### src/rtl/fsm_step_driver.sv
// fsm_step_driver
// Drives the serial input of a 7-state stepping FSM (A..G, codes 0..6).
// The consumer advances on a 1 bit, wrapping G to A, and retreats on a
// 0 bit, saturating at A. On request this block sends the shortest bit
// sequence that moves the consumer from its current state to a target.
// It keeps a mirror copy of the consumer state to plan each move.
//
// Ports:
//   clk          - rising-edge clock
//   reset        - synchronous, active-high
//   start        - request strobe, accepted only while ready=1
//   target       - requested state code, 0..6 (7 is rejected)
//   ready        - idle and able to accept start
//   tx_bit       - step bit (1=advance, 0=retreat), 0 when tx_valid=0
//   tx_valid     - tx_bit is valid; the consumer steps this cycle
//   mirror_state - local copy of the consumer state
//   done         - one-cycle pulse when the mirror reaches the target
//   err          - one-cycle pulse when target 7 is rejected
// Parameter GAP (0..15): idle cycles inserted between transmitted bits.

module fsm_step_driver #(
  parameter int GAP = 0
) (
  input  logic       clk,
  input  logic       reset,
  input  logic       start,
  input  logic [2:0] target,
  output logic       ready,
  output logic       tx_bit,
  output logic       tx_valid,
  output logic [2:0] mirror_state,
  output logic       done,
  output logic       err
);

  typedef enum logic [2:0] {IDLE, PLAN, SEND, WAIT, DONE, ERR} state_t;

  localparam logic [3:0] GAP_W = 4'(GAP);

  state_t     state, state_nx;
  logic [2:0] tgt, tgt_nx;
  logic [2:0] cnt, cnt_nx;
  logic [2:0] mirror_nx;
  logic       dir, dir_nx;
  logic [3:0] gcnt, gcnt_nx;

  logic [3:0] fwd_dist;
  logic [3:0] bwd_dist;
  logic       use_bwd;

  // Distances from the mirror to the latched target. Forward distance is
  // taken modulo 7 because advancing wraps G to A. Retreating saturates at
  // A, so going backward only works when the target lies below the mirror.
  // The two distances sum to 7 in that case, so they can never tie.
  always_comb begin
    if (tgt >= mirror_state)
      fwd_dist = {1'b0, tgt} - {1'b0, mirror_state};
    else
      fwd_dist = {1'b0, tgt} + 4'd7 - {1'b0, mirror_state};
    bwd_dist = {1'b0, mirror_state} - {1'b0, tgt};
    use_bwd  = (tgt < mirror_state) && (bwd_dist < fwd_dist);
  end

  // Next-state and next-datapath logic. Every register holds by default;
  // each state overrides only what it changes.
  always_comb begin
    state_nx  = state;
    tgt_nx    = tgt;
    cnt_nx    = cnt;
    dir_nx    = dir;
    gcnt_nx   = gcnt;
    mirror_nx = mirror_state;
    unique case (state)
      IDLE: begin
        if (start) begin
          tgt_nx   = target;
          state_nx = PLAN;
        end
      end
      PLAN: begin
        if (tgt == 3'd7) begin
          state_nx = ERR;
        end else if (fwd_dist == 4'd0) begin
          state_nx = DONE;
        end else begin
          dir_nx   = ~use_bwd;
          cnt_nx   = use_bwd ? bwd_dist[2:0] : fwd_dist[2:0];
          state_nx = SEND;
        end
      end
      SEND: begin
        // The planner never asks for a retreat from A, so the backward
        // step needs no saturation here.
        if (dir)
          mirror_nx = (mirror_state == 3'd6) ? 3'd0 : mirror_state + 3'd1;
        else
          mirror_nx = mirror_state - 3'd1;
        cnt_nx = cnt - 3'd1;
        if (cnt == 3'd1) begin
          state_nx = DONE;
        end else if (GAP > 0) begin
          gcnt_nx  = GAP_W;
          state_nx = WAIT;
        end
      end
      WAIT: begin
        if (gcnt <= 4'd1)
          state_nx = SEND;
        else
          gcnt_nx = gcnt - 4'd1;
      end
      DONE:    state_nx = IDLE;
      ERR:     state_nx = IDLE;
      default: state_nx = IDLE;
    endcase
  end

  // State and datapath registers. Outputs are decoded from the next state
  // and registered here so that each one changes together with the state
  // it describes and no input reaches an output combinationally.
  always_ff @(posedge clk) begin
    if (reset) begin
      state        <= IDLE;
      tgt          <= 3'd0;
      cnt          <= 3'd0;
      dir          <= 1'b0;
      gcnt         <= 4'd0;
      mirror_state <= 3'd0;
      ready        <= 1'b1;
      tx_valid     <= 1'b0;
      tx_bit       <= 1'b0;
      done         <= 1'b0;
      err          <= 1'b0;
    end else begin
      state        <= state_nx;
      tgt          <= tgt_nx;
      cnt          <= cnt_nx;
      dir          <= dir_nx;
      gcnt         <= gcnt_nx;
      mirror_state <= mirror_nx;
      ready        <= (state_nx == IDLE);
      tx_valid     <= (state_nx == SEND);
      tx_bit       <= (state_nx == SEND) && dir_nx;
      done         <= (state_nx == DONE);
      err          <= (state_nx == ERR);
    end
  end

endmodule

### config.mk
export PLATFORM = sky130hd
export DESIGN_NAME = fsm_step_driver
export DESIGN_NICKNAME = d
export VERILOG_FILES = /design/src/rtl/fsm_step_driver.sv
export SDC_FILE = /design/constraint.sdc
export NUM_CORES = 1
export LEC_CHECK = 0
export ABC_AREA = 1
export BUFFER_PORTS_ARGS = -buffer_cell sky130_fd_sc_hd__clkbuf_2
export CAP_MARGIN = 20
export CORE_MARGIN = 1
export CORE_UTILIZATION = 58
export DETAILED_ROUTE_END_ITERATION = 10
export GPL_ROUTABILITY_DRIVEN = 0
export PLACE_DENSITY_LB_ADDON = 0.05
export SKIP_LAST_GASP = 1
export SYNTH_ARGS = -nofsm -noshare
export SYNTH_HDL_FRONTEND = slang
export SYNTH_SLANG_ARGS = --single-unit
### constraint.sdc
create_clock -name clk -period 3.17 [get_ports clk]
set_input_delay 0.634 -clock clk [delete_from_list [all_inputs] [get_ports clk]]
set_output_delay 0.634 -clock clk [all_outputs]
set_load 0.02 [all_outputs]
==> impl_results.md <==
- Top cells by area, synth: dfxtp_1 29%, ha_1 15%, inv_1 10%
- RSZ-0062 raised after global routing: false
- CTS sink cnt: 22
- CTS clk-pin slew, worst paths: 0.12 ns
- Max Buffers Root-to-Sink: 2
- Kind of critical path: flip-flop to flip-flop
- GRT overflow: 0
- PwrDens: 1050 nW/µm²
- Final setup violating endpoints: 0
- Max FO, Critical Path: 7
- CP startpoint: mirror_state[0]
- Hold Slack: 0.512 ns
- Beginning of the worst hold path: tgt[0]
- Vias in the first global route: 1204
- Yosys reg bits: 22
- Die Footprint: 2810 µm²
- Reg2Reg Capture Point: cnt[1]
- Post-Syn Nets: 236
- Fmax: 348 MHz
- Detail Route Antenna Nets: 0
- Mapped cell area: 1510 µm²
- Worst Path Arrival: 3.09 ns
- Synth top cells by count: 42 x inv_1, 34 x nand2_1, 22 x dfxtp_1, 22 x nor2_1, 18 x ha_1
- Number of buffers created by CTS: 3
- Critical path launch point type: flip-flop
- Die W: 53.0 µm
- Post-synth top area share: 29.2%
- Worst setup EP type: flip-flop
- Clk_lat worst skew: 0.31 ns
- Int Pwr: 0.840 mW
- Leak Pwr: 0.857 nW
- Netlist cell types: 26
- Slew @ Worst Pin: 0.429 ns
- Largest net degree at the start of global routing: 14
- Initial antenna violation count: 0
- Period minus WS final: 2.87 ns
- Starting Density: 60.9%
- Seq pwr share: 23.9%
- Hold path depth: 2
- Final hold violation count: 0
- Ant diodes: 0
- Post-layout nets: 251
- Avg WL per Cell: 11.9 µm
- Sequential area share after synthesis: 29.2%
- Async S/R FF share, synth: 0%
- # IOs: 14
- Slew headroom: 71.4%
- Die Y-Extent: 53.0 µm
- Via count: 1329
- Clk root buf: clkbuf_4
- Main synth FF type: dfxtp_1
- Core box area: 2480 µm²
- Fin. max-slew vios: 0
- First-pass GRT wire length: 4900 µm
- Cell accounting for the most synthesized area: dfxtp_1
- CP required: 3.39 ns
- Max Cap Viol: 0
- Synth-to-layout area growth: 8.04%
- Remaining DRCs: 0
- Hold endpoint: tgt[0]
- Final HPWL DP: 2420 µm
- 1st-pass router iterations: 4
- R2R depth: 15
- EDFF count, synth: 0
- Final period util: 90.6%
- CTS tree: done
- TNS Setup: 0 ns
- H-tree level count: 1
- Reg2reg start: mirror_state[0]
- Setup slack, reg-to-reg: 0.30 ns
- Net Sw Power: 0.880 mW
- Total GRT Usage: 24.0%
- Skew final: 0.00505 ns
- Drt initial violations: 20
- Port bufs: 13
- Gate power share: 67.3%
- Tightest Hold Check Type: flip-flop to flip-flop
- Layout cells sized above 1: 13.9%
- Top-count cell post-synth: inv_1
- Cells after Synth: 209
- Total Routed Length: 3020 µm
- Via density: 5.25
- Core Rows: 18
- Clock share of power: 8.8%
- Net Sw Frac: 51.2%
- Yosys warning count: 0
- Max rail drop VDD: 0.000709 V
- Setup Buffers After CTS: 0
- Synth Area per Inst: 7.22 µm²
- Core Util, Final: 65.8%
- Status: finished, final reports clean
how the worst max path moves through the flow:
stage                  end  slack [ns]  depth (start not counted)
floorplan           cnt[2]        0.44                         15
global placement    cnt[1]        0.30                         15
detailed placement  cnt[1]        0.21                         15
CTS                 cnt[1]        0.20                         15
global route        cnt[1]        0.06                         15
finish              cnt[1]        0.30                         15
sequential cells by signal, indices dropped and copies added, names as in the netlist:
signal / flops
cnt: 3
dir: 1
done: 1
err: 1
gcnt: 4
mirror_state: 3
ready: 1
state: 3
tgt: 3
tx_bit: 1
tx_valid: 1
critical path, stage by stage, from the launching register on:
cell and delay [ns]:
dfxtp_2 0.42, ha_1 0.21, fa_1 0.18, inv_1 0.05
fa_1 0.36, inv_1 0.12, nand2_2 0.11, o21ai_1 0.11
nand2_2 0.09, ha_1 0.30, a21oi_1 0.15, nand3_1 0.21
o21ai_0 0.23, o21bai_1 0.10, nor2_1 0.10, nor2_1 0.05
final cells by class:
| type | count | area (µm²) |
|---|---|---|
| multi-input cells | 141 | 888 |
| repair buffers | 13 | 65.1 |
| flip-flops and latches | 22 | 442 |
| well taps | 30 | 37.5 |
| fillers | 240 | 847 |
| clock buffers | 4 | 36.3 |
| inverters | 43 | 161 |
layout by cell type (no fill, tap or decap), types with 6 or more instances in the layout:
cell type / count
nand3_1: 11
nand2_1: 34
nand2_2: 6
ha_1: 18
nor2_1: 22
o21ai_0: 11
inv_1: 42
clkbuf_2: 13
dfxtp_1: 21
a21oi_1: 12
metal layers:
metal / global-route usage (%) / vias up / share of wire, %
li1: - / 693 / -
met1: 28.4 / 605 / 47
met2: 43.5 / 25 / 49
met3: 5.46 / 6 / 3.0
met4: 4.82 / 0 / 1.1
met5: 0 / - / 0
per-stage QoR:
step           setup WS (ns)  power, mW  std cells  instance area [µm²]
2_1_floorplan          0.444       1.32        209                 1510
3_3_place_gp           0.305       1.52        249                 1590
3_5_place_dp           0.212       1.56        249                 1590
4_1_cts                0.197       1.72        253                 1630
5_1_grt               0.0557       1.92        253                 1630
6_report               0.298       1.72        253                 1630
power groups by stage:
| stage | clock, mW | combinational [mW] | sequential (mW) |
|---|---|---|---|
| floorplan | 0 | 0.887 | 0.434 |
| global placement | 0 | 1.11 | 0.413 |
| detailed placement | 0 | 1.15 | 0.417 |
| CTS | 0.157 | 1.15 | 0.410 |
| global route | 0.165 | 1.33 | 0.420 |
| finish | 0.152 | 1.16 | 0.411 |
cells by family after synthesis:
group | synth area share (%)
xor gates and xnor gates | 0.581
buffers and inverters | 11.9
and+or+nand+nor | 26.3
DFF | 29.2
adders and majority gates | 18.9
AOI/OAI and AO/OA | 13.1
what timing repair did:
item	in CTS	in global routing
hold buffers	0	0
resized for setup	0	1
setup endpoints to repair	0	2
Note: power is estimated with default switching activity, not from simulation.
